===== config.mk =====
export PLATFORM = sky130hd
export DESIGN_NAME = adder_share_ctrl
export DESIGN_NICKNAME = d
export VERILOG_FILES = /design/src/rtl/adder_share_ctrl.sv
export SDC_FILE = /design/constraint.sdc
export NUM_CORES = 1
export LEC_CHECK = 0
export ABC_AREA = 0
export BUFFER_PORTS_ARGS = -buffer_cell sky130_fd_sc_hd__buf_2
export CORE_MARGIN = 4
export CORE_UTILIZATION = 48
export DETAILED_ROUTE_END_ITERATION = 8
export GPL_ROUTABILITY_DRIVEN = 0
export PLACE_DENSITY = 0.83
export SYNTH_ARGS = -nofsm -noshare
export SYNTH_HDL_FRONTEND = slang
export SYNTH_SLANG_ARGS = --single-unit

===== constraint.sdc =====
create_clock -name clk_i -period 4.5 [get_ports clk_i]
set_input_delay 0.9 -clock clk_i [delete_from_list [all_inputs] [get_ports clk_i]]
set_output_delay 0.9 -clock clk_i [all_outputs]
set_load 0.02 [all_outputs]

===== src/rtl/adder_share_ctrl.sv =====
// adder_share_ctrl
//
// Time-shares one external WIDTH-bit adder between two requesters:
//   - the PC-increment unit (computes pc_a + 1)
//   - the branch-target unit (computes br_a + sign-extended br_imm)
// When both requesters ask at once, a round-robin pointer picks the winner.
// The operands are registered towards the adder. The sum is captured one cycle
// later and held with an ID tag until the consumer acknowledges it.
//
// Ports:
//   clk_i, reset_i        clock; synchronous active-high reset
//   pc_req_i, pc_a_i      PC-increment request and current PC
//   pc_ready_o            combinational grant to the PC-increment requester
//   br_req_i, br_a_i,     branch-target request, PC base and signed offset
//   br_imm_i
//   br_ready_o            combinational grant to the branch-target requester
//   add_a_o, add_b_o      registered operands driven to the shared adder
//   add_sum_i             combinational sum returned by the shared adder
//   res_valid_o           a captured result is being presented
//   res_id_o              0 = PC-increment result, 1 = branch-target result
//   res_data_o            captured sum
//   res_ack_i             consumer accepts the result while res_valid_o is high
module adder_share_ctrl #(
    parameter int WIDTH = 32,
    parameter int IMM_W = 16
) (
    input  logic             clk_i,
    input  logic             reset_i,
    input  logic             pc_req_i,
    input  logic [WIDTH-1:0] pc_a_i,
    output logic             pc_ready_o,
    input  logic             br_req_i,
    input  logic [WIDTH-1:0] br_a_i,
    input  logic [IMM_W-1:0] br_imm_i,
    output logic             br_ready_o,
    output logic [WIDTH-1:0] add_a_o,
    output logic [WIDTH-1:0] add_b_o,
    input  logic [WIDTH-1:0] add_sum_i,
    output logic             res_valid_o,
    output logic             res_id_o,
    output logic [WIDTH-1:0] res_data_o,
    input  logic             res_ack_i
);

    typedef enum logic [1:0] {
        IDLE,
        ADD,
        RESP
    } state_e;

    state_e           state_q, state_d;
    logic             prio_q, prio_d;
    logic [WIDTH-1:0] addA_q, addA_d;
    logic [WIDTH-1:0] addB_q, addB_d;
    logic [WIDTH-1:0] resData_q, resData_d;
    logic             resId_q, resId_d;
    logic             grantPc, grantBr;
    logic [WIDTH-1:0] brImmExt;

    // The branch offset is signed, so its top bit is replicated up to the full width.
    assign brImmExt = {{(WIDTH-IMM_W){br_imm_i[IMM_W-1]}}, br_imm_i};

    // This block decides the grant and computes the next state.
    // Grants are issued only in IDLE and are gated off while reset is high.
    // A contested grant goes to the requester that prio_q points at
    // (0 = pc, 1 = br). The pointer then moves to the requester that lost.
    always_comb begin
        state_d   = state_q;
        prio_d    = prio_q;
        addA_d    = addA_q;
        addB_d    = addB_q;
        resData_d = resData_q;
        resId_d   = resId_q;
        grantPc   = 1'b0;
        grantBr   = 1'b0;

        case (state_q)
            IDLE: begin
                if (!reset_i) begin
                    grantPc = pc_req_i && (!br_req_i || !prio_q);
                    grantBr = br_req_i && (!pc_req_i || prio_q);
                end
                if (grantPc) begin
                    addA_d  = pc_a_i;
                    addB_d  = WIDTH'(1);
                    resId_d = 1'b0;
                    prio_d  = 1'b1;
                    state_d = ADD;
                end else if (grantBr) begin
                    addA_d  = br_a_i;
                    addB_d  = brImmExt;
                    resId_d = 1'b1;
                    prio_d  = 1'b0;
                    state_d = ADD;
                end
            end
            ADD: begin
                // The adder is purely combinational, so its sum is valid one cycle after the operands are registered.
                resData_d = add_sum_i;
                state_d   = RESP;
            end
            RESP: begin
                if (res_ack_i) begin
                    state_d = IDLE;
                end
            end
            default: begin
                state_d = IDLE;
            end
        endcase
    end

    // This block holds the state, the round-robin pointer, the operand registers and the result registers.
    // Reset discards any in-flight result.
    always_ff @(posedge clk_i) begin
        if (reset_i) begin
            state_q   <= IDLE;
            prio_q    <= 1'b0;
            addA_q    <= '0;
            addB_q    <= '0;
            resData_q <= '0;
            resId_q   <= 1'b0;
        end else begin
            state_q   <= state_d;
            prio_q    <= prio_d;
            addA_q    <= addA_d;
            addB_q    <= addB_d;
            resData_q <= resData_d;
            resId_q   <= resId_d;
        end
    end

    assign pc_ready_o  = grantPc;
    assign br_ready_o  = grantBr;
    assign add_a_o     = addA_q;
    assign add_b_o     = addB_q;
    assign res_valid_o = (state_q == RESP);
    assign res_id_o    = resId_q;
    assign res_data_o  = resData_q;

endmodule

Yosys cells after proc, flatten, opt, wreduce, memory -nomap -nowiden
Index checks and enable logic that the tools add are counted.
{"block": "op_classes", "n_eq_ne": 4, "mux": 18, "n_reduce_logical": 11}
{"operator": "32-bit two-way mux", "count": 4}
{"operator": "1-bit two-way mux", "count": 10}
{"operator": "2-bit two-way mux", "count": 3}
{"operator": "2-bit case mux with 3 select lines", "count": 1}
{"operator": "2-bit AND reduction", "count": 2}
{"operator": "1-bit zero test", "count": 3}
{"operator": "3-bit inequality test (second input constant)", "count": 1}
{"operator": "2-bit by 1-bit equality test with 1-bit output (second input constant)", "count": 1}
{"operator": "2-bit equality test (second input constant)", "count": 1}
{"operator": "1-bit logical AND", "count": 2}
{"operator": "2-bit zero test", "count": 1}
{"operator": "1-bit logical OR", "count": 2}
{"operator": "2-bit by 1-bit inequality test with 1-bit output (second input constant)", "count": 1}
{"operator": "2-bit nonzero test", "count": 1}
{"block": "word_totals", "register_bits": 100}

Depth between registers and ports, before layout
Gate-level depths: netlist of run 1.
{"block": "depth", "depth_word": 8, "mapped_depth": 6, "ltp_nobuf": 3}

Worst setup path before layout of run 1
Ideal clock, no wire load.
{"block": "synth_timing", "kind": "input-to-output", "start": "input port reset_i", "end": "output port pc_ready_o", "t_arrival_ps": 2055, "slack_ps": 1545, "path_stages": 4, "path_buffers": 2, "path_cell_list": "nand2b_1 -> buf_4 -> clkbuf_1 -> nor4_1"}
{"block": "synth_via", "elab_chain_len": 3}
{"item": "start, declared", "line": "28", "rtl": "input logic reset_i,"}
{"item": "1-bit two-way mux", "line": "79", "rtl": "if (!reset_i) begin"}
{"item": "1-bit two-way mux (2 in a row)", "line": "77", "rtl": "case (state_q)"}
{"item": "end, declared", "line": "31", "rtl": "output logic pc_ready_o,"}
No other way between the ends. The select of a mux whose other input is x is not followed.

Final worst setup path of run 1
{"block": "layout_timing", "start": "input port reset_i", "end": "output port br_ready_o"}
{"block": "layout_via", "elab_chain_len": 3}
{"item": "1-bit two-way mux", "line": "79"}
{"item": "1-bit two-way mux (2 in a row)", "line": "77"}
{"item": "end, declared", "line": "35", "rtl": "output logic br_ready_o,"}
No other way between the ends. The select of a mux whose other input is x is not followed.

==> key figures, run 1 <==
Setup path
  • Crit path depth: 5
  • Worst Path Max Fanout: 86
  • CP max stage delay: 0.75 ns
  • Worst-path cell chain: buf_4 -> nor3_4 -> nand3_1 -> inv_1 -> buf_2
  • Crit path capture type: output port
  • WP data required: 3.60 ns
  • CP Launch Type: input port
  • CP top delay family: buffers and inverters
  • Worst Path Buf+Inv: 3
  • WS Path Type: in2out
  • R2R depth: 3
  • CP arrival: 2.14 ns
  • Crit path max-delay cell type: buf_4

Synthesis
  • Post-synth EDFFs: 0
  • Synth cell types: 29
  • Top-count cell post-synth: dfxtp_1
  • Synth warn: 0
  • Compound-gate portion of the synthesized area: 28.6%
  • Post-synth top area cell: dfxtp_1
  • #FFs+latches synth: 84
  • Post-Synth Adder-Cell Area: 0%
  • Area contributors post-synth: dfxtp_1 43%, a21oi_1 10%, a311oi_2 10%
  • Async set-reset flop share out of synthesis: 0%
  • Syn avg cell area: 8.82 µm²
  • Post-synth top area share: 43.0%
  • Post-Synth XOR/XNOR Area: 0%
  • Syn_nets: 560
  • Cell Area, Synth: 3910 µm²
  • Simple-gate area share of the yosys netlist: 18.4%
  • Most frequent cells after synthesis: 84 x dfxtp_1, 81 x a21oi_1, 64 x nand2_1
  • Multiplexer share of the synthesized area: 0%
  • Combinational family with the most area after synthesis: compound AO/OA/AOI/OAI gates
  • Mapped Cells: 443
  • Synth Flop Type: dfxtp_1
  • Seq/Total Area, Yosys: 43.0%

Clocking
  • Clock tree buffer depth: 2
  • CTS clock-pin slew for the worst setup and hold paths: 0.09 ns
  • Setup bufs post-CTS: 0
  • H-tree levels: 3
  • CTS tree: yes
  • Clock latency at the later pin of the worst-skew pair: 0.35 ns
  • CTS resizes: 0
  • CTS Hold Bufs: 0
  • Root buf cell: clkbuf_8
  • CTS buffer count: 9
  • TritonCTS Sinks: 84

Placement
  • DP Worst Slack: 1.12 ns
  • Hpwl dp: 7930 µm
  • Placed cells: 698
  • IO Port Bufs: 216
  • Area post-placement: 4770 µm²

STA
  • Pins Over Slew Limit: 0
  • Worst Skew: 0.0140 ns
  • Max_slew headroom: 22.6%
  • Final period util: 67.4%
  • Hold_ws: 0.456 ns
  • Setup violations, final: 0
  • Tmin final: 3.04 ns
  • Slew @ Worst Pin: 1.16 ns
  • Setup_tns: 0 ns
  • F_max: 329 MHz
  • RSZ-0062 raised after global routing: no
  • Final setup margin: 1.46 ns
  • Count of final hold-check violations: 0

Die
  • Die X-Extent: 98.2 µm
  • IO Pins: 217
  • Initial Utilization: 50.1%
  • Die height: 98.2 µm
  • Site row count: 32
  • Die ar.: 9650 µm²
  • Core box area: 7810 µm²

Min path
  • Hold Path Class: reg2reg
  • Hold Path Depth: 2

Drt
  • Vias post-DR: 3827
  • Post-route ant nets: 0
  • Vias per inst: 5.36
  • # DRC: 0
  • Wire length per cell: 15.3 µm
  • Routed WL: 10900 µm
  • 1st-iter DRT viols: 157
  • Detailed Routing Iterations Pass 1: 4

Power
  • IR drop worst, VDD: 0.191 mV
  • Pleak: 2.21 nW
  • Pwr Density: 368 nW/µm²

Cells and area
  • Final instance area: 5000 µm²
  • Area delta synth->final: 27.9%
  • Post-Layout Cell Count: 714
  • Final Net Count: 724
  • Share of cells above drive strength 1: 43.5%
  • Diode count: 0

GRT
  • Tot GR Track Use: 21.3%
  • Via count of the first global-routing pass: 3569
  • Antenna violations before repair: 0
  • First-pass GRT wire length: 16900 µm
  • Gr ovfl total: 0
  • Pin count of the biggest net entering global routing: 87

Status
  • Status: finished clean

Flow run
  • Max Cap Viol: 0
[final timing paths]
check	from	to	slack, ns
worst min-delay path	res_data_o[29]	res_data_o[29]	0.46
worst max register to register	state_q[0]	add_b_o[0]	2.07
worst min register to register	res_data_o[29]	res_data_o[29]	0.46
worst max-delay path	reset_i	br_ready_o	1.46
[routing by layer]
metal | vias up | GRT usage (%) | wire (µm)
met5 | - | 0 | 0
met4 | 0 | 7.77 | 67
met3 | 6 | 5.71 | 1010
met2 | 179 | 37.3 | 5390
met1 | 1734 | 24.9 | 4470
li1 | 1908 | - | -
[final cells by class]
cell class	instances	area [µm²]
Inverter	3	11.3
Tap cell	102	128
Clock inverter	7	103
Sequential cell	84	1680
Fill cell	652	2810
Clock buffer	9	124
Timing Repair Buffer	219	1110
Multi-Input combinational cell	290	1850
[flip-flops by register name, indices dropped and copies added, names as in the netlist]
register	count
state_q	2
add_a_o	32
res_data_o	32
add_b_o	16
prio_q	1
res_id_o	1
[logic make-up after synthesis]
family                 after synthesis
AO/OA/AOI/OAI                      163
AND/OR/NAND/NOR                    127
flip-flops                          84
buffers and inverters               69
[worst min-delay path, cell delays in order, from the launching register on]
cell	delay, ns
dfxtp_1	0.31
nand2_1	0.05
a21oi_1	0.05
[through the flow]
stage	util, %	power [mW]
6_report	64.0	1.84
3_5_place_dp	61.1	1.25
2_1_floorplan	-	1.12
5_1_grt	64.0	1.93
3_3_place_gp	61.1	1.24
4_1_cts	64.0	1.86
[placed cells by master (no fill, tap or decap), types with 2 or more instances in the layout]
cell type  synthesis  routed
nand4_1           15      15
dfxtp_1           84      84
a311oi_2          27      27
buf_2             15     215
nand2b_1           4       4
nand2_1           64      64
inv_1              3       3
bufinv_16          0       2
buf_4             18       4
o21ai_0           38      38
a311oi_1           5       5
inv_6              0       4
a21oi_1           81      81
or3b_1            32      32
o21ai_1           10      10
clkbuf_8           0       9
[report_power, final]
group          internal [mW]  total (mW)  switching, mW
clock network          0.321       0.607          0.286
logic                  0.149       0.400          0.251
registers              0.798       0.832         0.0338
total                   1.27        1.84          0.571
No activity file was read; power rests on OpenSTA's default activity.
==> run 2, diff against run 1 <==
--- a/config.mk
+++ b/config.mk
@@ -5,13 +5,13 @@
 export SDC_FILE = /design/constraint.sdc
 export NUM_CORES = 1
 export LEC_CHECK = 0
-export ABC_AREA = 0
+export ABC_AREA = 1
 export BUFFER_PORTS_ARGS = -buffer_cell sky130_fd_sc_hd__buf_2
 export CORE_MARGIN = 4
-export CORE_UTILIZATION = 48
+export CORE_UTILIZATION = 45
 export DETAILED_ROUTE_END_ITERATION = 8
 export GPL_ROUTABILITY_DRIVEN = 0
-export PLACE_DENSITY = 0.83
+export PLACE_DENSITY = 0.78
 export SYNTH_ARGS = -nofsm -noshare
 export SYNTH_HDL_FRONTEND = slang
 export SYNTH_SLANG_ARGS = --single-unit
==> constraint.sdc (replaced) <==
create_clock -name clk_i -period 2.9 [get_ports clk_i]
set_input_delay 0.58 -clock clk_i [delete_from_list [all_inputs] [get_ports clk_i]]
set_output_delay 0.58 -clock clk_i [all_outputs]
set_load 0.02 [all_outputs]
==> run 2 against run 1 <==
  * Count of clock-buffer cells in the layout increased by 1
  * Clock power increased by 52%
  * Worst setup slack got worse by 0.88 ns
  * Sequential share of layout area decreased by 0.52 points
  * Routed wire length decreased by 1.8%
  * Global-route usage decreased by 0.95 points
  * Hold slack improved by 0.0074 ns
==> key figures, run 2 <==
Cells and area
  • Most common cell after layout, fill and taps aside: buf_2
  • Fillers: 793
  • Diode count: 0
  • Area delta synth->final: 29.2%
  • Share of cells above drive strength 1: 32.9%
  • Post-Layout Cell Count: 858
  • Most frequent cells in the layout: 216 x buf_2, 131 x nor2_1, 120 x nand2_1, 84 x dfxtp_1, 38 x inv_1
  • Final Net Count: 866

Setup path
  • Worst Path Max Fanout: 24
  • WP data required: 2.32 ns
  • CP Launch Type: input port
  • R2R Setup Slk: 1.05 ns
  • WS Path Type: in2out
  • Worst-path cell chain: buf_2 -> inv_2 -> nand2_2 -> inv_2 -> nand3_1 -> inv_1 -> buf_2
  • CP max stage delay: 0.30 ns
  • CP arrival: 1.74 ns
  • Crit path max-delay cell type: inv_2
  • Crit Reg-Reg Startpoint: state_q[0]
  • Crit path capture type: output port
  • Worst Setup SP: reset_i

Clocking
  • Clock tree buffer depth: 2
  • H-tree levels: 3
  • CTS buffer count: 9
  • Setup bufs post-CTS: 0
  • CTS tree: yes
  • CTS resizes: 0
  • Clock latency at the later pin of the worst-skew pair: 0.34 ns
  • TritonCTS Sinks: 84
  • CTS Hold Bufs: 0
  • Root buf cell: clkbuf_8
  • CTS clock-pin slew for the worst setup and hold paths: 0.09 ns

STA
  • Tmin final: 2.32 ns
  • Max_slew headroom: 39.4%
  • Pins Over Slew Limit: 0
  • Count of final hold-check violations: 0
  • RSZ-0062 raised after global routing: no
  • Slew @ Worst Pin: 0.908 ns
  • F_max: 432 MHz
  • Setup violations, final: 0
  • Worst Skew: 0.0124 ns
  • Final period util: 79.9%
  • Setup_tns: 0 ns
  • Hold_ws: 0.463 ns

Synthesis
  • Cell Area, Synth: 3930 µm²
  • Post-synth top area cell: dfxtp_1
  • Syn avg cell area: 6.87 µm²
  • Post-Synth Adder-Cell Area: 0%
  • #FFs+latches synth: 84
  • Compound-gate portion of the synthesized area: 12.6%
  • Async set-reset flop share out of synthesis: 0%
  • Top-count cell post-synth: nor2_1
  • Simple-gate area share of the yosys netlist: 31.8%
  • Post-Synth XOR/XNOR Area: 0%
  • Synth warn: 0
  • Post-synth EDFFs: 0
  • Multiplexer share of the synthesized area: 0%
  • Combinational family with the most area after synthesis: simple AND/OR/NAND/NOR gates
  • Synth cell types: 18
  • Syn_nets: 689
  • Area contributors post-synth: dfxtp_1 43%, nor2_1 13%, nand2_1 12%
  • Mapped Cells: 572
  • Most frequent cells after synthesis: 132 x nor2_1, 121 x nand2_1, 84 x dfxtp_1
  • Post-synth top area share: 42.8%
  • Seq/Total Area, Yosys: 42.8%
  • Synth Flop Type: dfxtp_1

Drt
  • Vias per inst: 4.69
  • Routed WL: 10700 µm
  • 1st-iter DRT viols: 102
  • Wire length per cell: 12.5 µm
  • Detailed Routing Iterations Pass 1: 4
  • Post-route ant nets: 0
  • # DRC: 0
  • Vias post-DR: 4027

Die
  • IO Pins: 217
  • Die height: 101 µm
  • Site row count: 33
  • Initial Utilization: 47.1%
  • Core box area: 8340 µm²
  • Die ar.: 10300 µm²
  • Die X-Extent: 101 µm

Placement
  • Hpwl dp: 7950 µm
  • IO Port Bufs: 216
  • Placed cells: 843

GRT
  • Pin count of the biggest net entering global routing: 65
  • Antenna violations before repair: 0
  • Met2 Usage GRT: 34.3%
  • GR peak layer: met2
  • Met3 usage: 5.03%
  • Gr ovfl total: 0
  • Via count of the first global-routing pass: 3744
  • GR Layer Usage met1: 25.6%
  • Tot GR Track Use: 20.3%
  • First-pass GRT wire length: 17100 µm

Min path
  • Hold Path Class: reg2reg
  • Hold_sp: add_b_o[9]

Power
  • Pwr Density: 579 nW/µm²
  • Total internal power: 2.02 mW
  • Clk pwr share: 31.5%
  • Pleak: 2.69 nW
  • Sw Share: 31.3%
  • Net Switching: 918 µW
  • IR drop worst, VDD: 0.256 mV
  • Comb pwr share: 23.8%
  • Seq pwr share: 44.7%

Status
  • Status: finished clean

Flow run
  • Max Cap Viol: 0
==> run 2: worst paths after layout <==
check / endpoint / depth (start not counted)
min: add_b_o[9] / 2
min reg2reg: add_b_o[9] / 2
max: br_ready_o / 7
max reg2reg: add_a_o[30] / 5
==> run 2: power groups by stage <==
stage | Combinational (mW) | Clock [mW] | Sequential (mW)
2_1_floorplan | 0.350 | 0 | 1.46
6_report | 0.699 | 0.925 | 1.31
4_1_cts | 0.707 | 0.956 | 1.31
3_3_place_gp | 0.691 | 0 | 1.34
3_5_place_dp | 0.705 | 0 | 1.34
5_1_grt | 0.789 | 0.999 | 1.32
==> run 2: layout make-up <==
type,count,area [µm²],share of cell area [%]
multi-input cells,389,1750,34.5
flip-flops and latches,84,1680,33.1
repair buffers,222,1130,22.2
inverters,43,161,3.18
clock buffers,10,138,2.71
well taps,105,131,2.59
clock inverters,5,85.1,1.68
==> run 2: kinds of logic after synthesis <==
kind of cell	count (synthesis)
buffers and inverters	99
flip-flops	84
AO/OA/AOI/OAI	83
AND/OR/NAND/NOR	306
==> run 2: per-stage QoR <==
stage                     power, mW  setup WS [ns]  instance area (µm²)  utilization [%]
after global placement         2.03          0.611                 4850             58.2
after detailed placement       2.05          0.583                 4850             58.2
after global routing           3.11          0.416                 5080             60.9
after CTS                      2.98          0.570                 5080             60.9
final                          2.94          0.584                 5080             60.9
after floorplan                1.81           1.09                 3930                -
==> run 2: metal layers <==
layer | vias to the layer above | part of all wire (%) | routed length [µm]
met5 | - | 0 | 0
met4 | 0 | 0.87 | 93
met3 | 9 | 9.8 | 1060
met2 | 162 | 46 | 4990
met1 | 1722 | 43 | 4590
li1 | 2134 | - | -
==> run 2: critical path, delay by kind of cell <==
kind                   cells  cell delay, ns
buffers and inverters      5            0.88
AND/OR/NAND/NOR            2            0.27
==> run 3, diff against run 2 <==
==> constraint.sdc (replaced) <==
create_clock -name clk_i -period 2.4 [get_ports clk_i]
set_input_delay 0.48 -clock clk_i [delete_from_list [all_inputs] [get_ports clk_i]]
set_output_delay 0.48 -clock clk_i [all_outputs]
set_load 0.02 [all_outputs]
==> run 3 against run 2 <==
  * Die area stayed put
  * Hold slack worse by 0.075 ns
  * Clock skew is 0.0056 ns lower
  * Register-to-register slack worse by 0.29 ns
  * Global-route usage is 0.17 points higher
  * Final cell count is 0.35% higher
  * Highest routed layer unchanged
  * Worst setup slack worse by 0.19 ns
  * Utilization is 0.060 points higher
  * Critical endpoint unchanged
  * Design area hardly changed
==> key figures, run 3 (synthesized netlist as in run 2, its figures left out) <==
Clocking
  • CTS buffer count: 9
  • CTS resizes: 0
  • Setup bufs post-CTS: 0
  • Clock latency at the later pin of the worst-skew pair: 0.34 ns
  • Root buf cell: clkbuf_8
  • Clock tree buffer depth: 2
  • CTS tree: yes
  • TritonCTS Sinks: 84
  • CTS Hold Bufs: 0
  • CTS clock-pin slew for the worst setup and hold paths: 0.09 ns
  • H-tree levels: 3

Cells and area
  • Share of cells above drive strength 1: 33.1%
  • Area delta synth->final: 29.3%
  • Area of the multi-input gates: 1750 µm²
  • Final Net Count: 868
  • Final instance area: 5080 µm²
  • Post-Layout Cell Count: 861
  • Most frequent cells in the layout: 216 x buf_2, 131 x nor2_1, 120 x nand2_1, 84 x dfxtp_1, 38 x inv_1
  • Diode count: 0
  • Most common cell after layout, fill and taps aside: buf_2
  • FF+latch area: 1680 µm²
  • Fillers: 783
  • Post-layout util: 60.9%

STA
  • Setup violations, final: 0
  • Count of final hold-check violations: 0
  • Slew @ Worst Pin: 0.949 ns
  • Final period util: 83.8%
  • F_max: 497 MHz
  • Tmin final: 2.01 ns
  • Max_slew headroom: 36.7%
  • Setup_tns: 0 ns
  • Worst Skew: 0.00679 ns
  • Pins Over Slew Limit: 0
  • RSZ-0062 raised after global routing: no
  • Hold_ws: 0.388 ns
  • Final setup margin: 0.390 ns

Die
  • Site row count: 33
  • IO Pins: 217
  • Die ar.: 10300 µm²
  • Die X-Extent: 101 µm
  • Initial Utilization: 47.1%
  • Die height: 101 µm
  • Core box area: 8340 µm²

Placement
  • IO Port Bufs: 216
  • Area post-placement: 4880 µm²
  • Hpwl dp: 7880 µm
  • DP Worst Slack: 0.483 ns
  • Placed cells: 845

Power
  • Total internal power: 2.32 mW
  • Clk pwr share: 29.5%
  • Seq pwr share: 45.8%
  • IR drop worst, VDD: 0.335 mV
  • Net Switching: 1.14 mW
  • Pwr Density: 681 nW/µm²
  • Sw Share: 32.9%
  • Pleak: 2.69 nW
  • Comb pwr share: 24.7%
  • Total power draw: 3.46 mW

Setup path
  • CP Launch Type: flip-flop
  • R2R depth: 7
  • Worst R2R End: add_a_o[24]
  • WP data required: 1.92 ns
  • Crit path capture type: output port
  • WS Path Type: reg2out
  • CP arrival: 1.53 ns
  • R2R Setup Slk: 0.76 ns
  • Crit Reg-Reg Startpoint: state_q[0]
  • Worst Path Max Fanout: 19

GRT
  • Tot GR Track Use: 20.5%
  • Gr ovfl total: 0
  • Pin count of the biggest net entering global routing: 66
  • Via count of the first global-routing pass: 3701
  • Antenna violations before repair: 0
  • First-pass GRT wire length: 17200 µm

Drt
  • Met3 wire length: 1260 µm
  • Vias per inst: 4.79
  • Detailed Routing Iterations Pass 1: 4
  • M1 wire length: 4390 µm
  • Vias post-DR: 4128
  • Met2 WL post-DR: 5160 µm
  • Routed WL: 10900 µm
  • Wire length per cell: 12.6 µm
  • 1st-iter DRT viols: 79
  • DR top layer: met4
  • Post-route ant nets: 0
  • # DRC: 0

Min path
  • Hold Path Depth: 3
  • Hold endpoint: res_data_o[13]
  • Hold Path Class: in2reg
  • Hold_sp: add_sum_i[13]

Status
  • Status: finished clean

Flow run
  • Max Cap Viol: 0
[run 3: final cells by class]
class                      count  share of cell area (%)
sequential                    84                    33.1
clock buffer                  10                    2.51
multi-input combinational    389                    34.5
tap                          105                    2.58
inverter                      43                    3.18
clock inverter                 6                    1.43
timing repair buffer         224                    22.7
[run 3: power by group through the flow]
| stage | Sequential [mW] | Combinational, mW | Clock [mW] |
|---|---|---|---|
| 2_1_floorplan | 1.77 | 0.423 | 0 |
| 3_3_place_gp | 1.61 | 0.843 | 0 |
| 3_5_place_dp | 1.62 | 0.861 | 0 |
| 4_1_cts | 1.59 | 0.863 | 1.06 |
| 5_1_grt | 1.60 | 0.952 | 1.13 |
| 6_report | 1.59 | 0.854 | 1.02 |
[run 3: worst max path at each step]
stage | start | to | slack [ns] | cells after the start
2_1_floorplan | pc_req_i | pc_ready_o | 0.79 | 6
5_1_grt | state_q[0] | br_ready_o | 0.23 | 4
3_3_place_gp | reset_i | add_a_o[24] | 0.53 | 7
4_1_cts | state_q[0] | br_ready_o | 0.36 | 4
6_report | state_q[0] | br_ready_o | 0.39 | 4
3_5_place_dp | reset_i | add_a_o[24] | 0.48 | 7
[run 3: critical path, cell delays in order, from the launching register on]
cell and delay (ns):
dfxtp_1 0.35, nor2_4 0.39, nand3_1 0.20, inv_1 0.09, buf_2 0.16
[run 3: metal layers]
metal	GRT usage, %	vias to the layer above
li1	-	2131
met3	6.54	6
met4	5.52	0
met2	34.0	204
met5	0	-
met1	25.7	1787
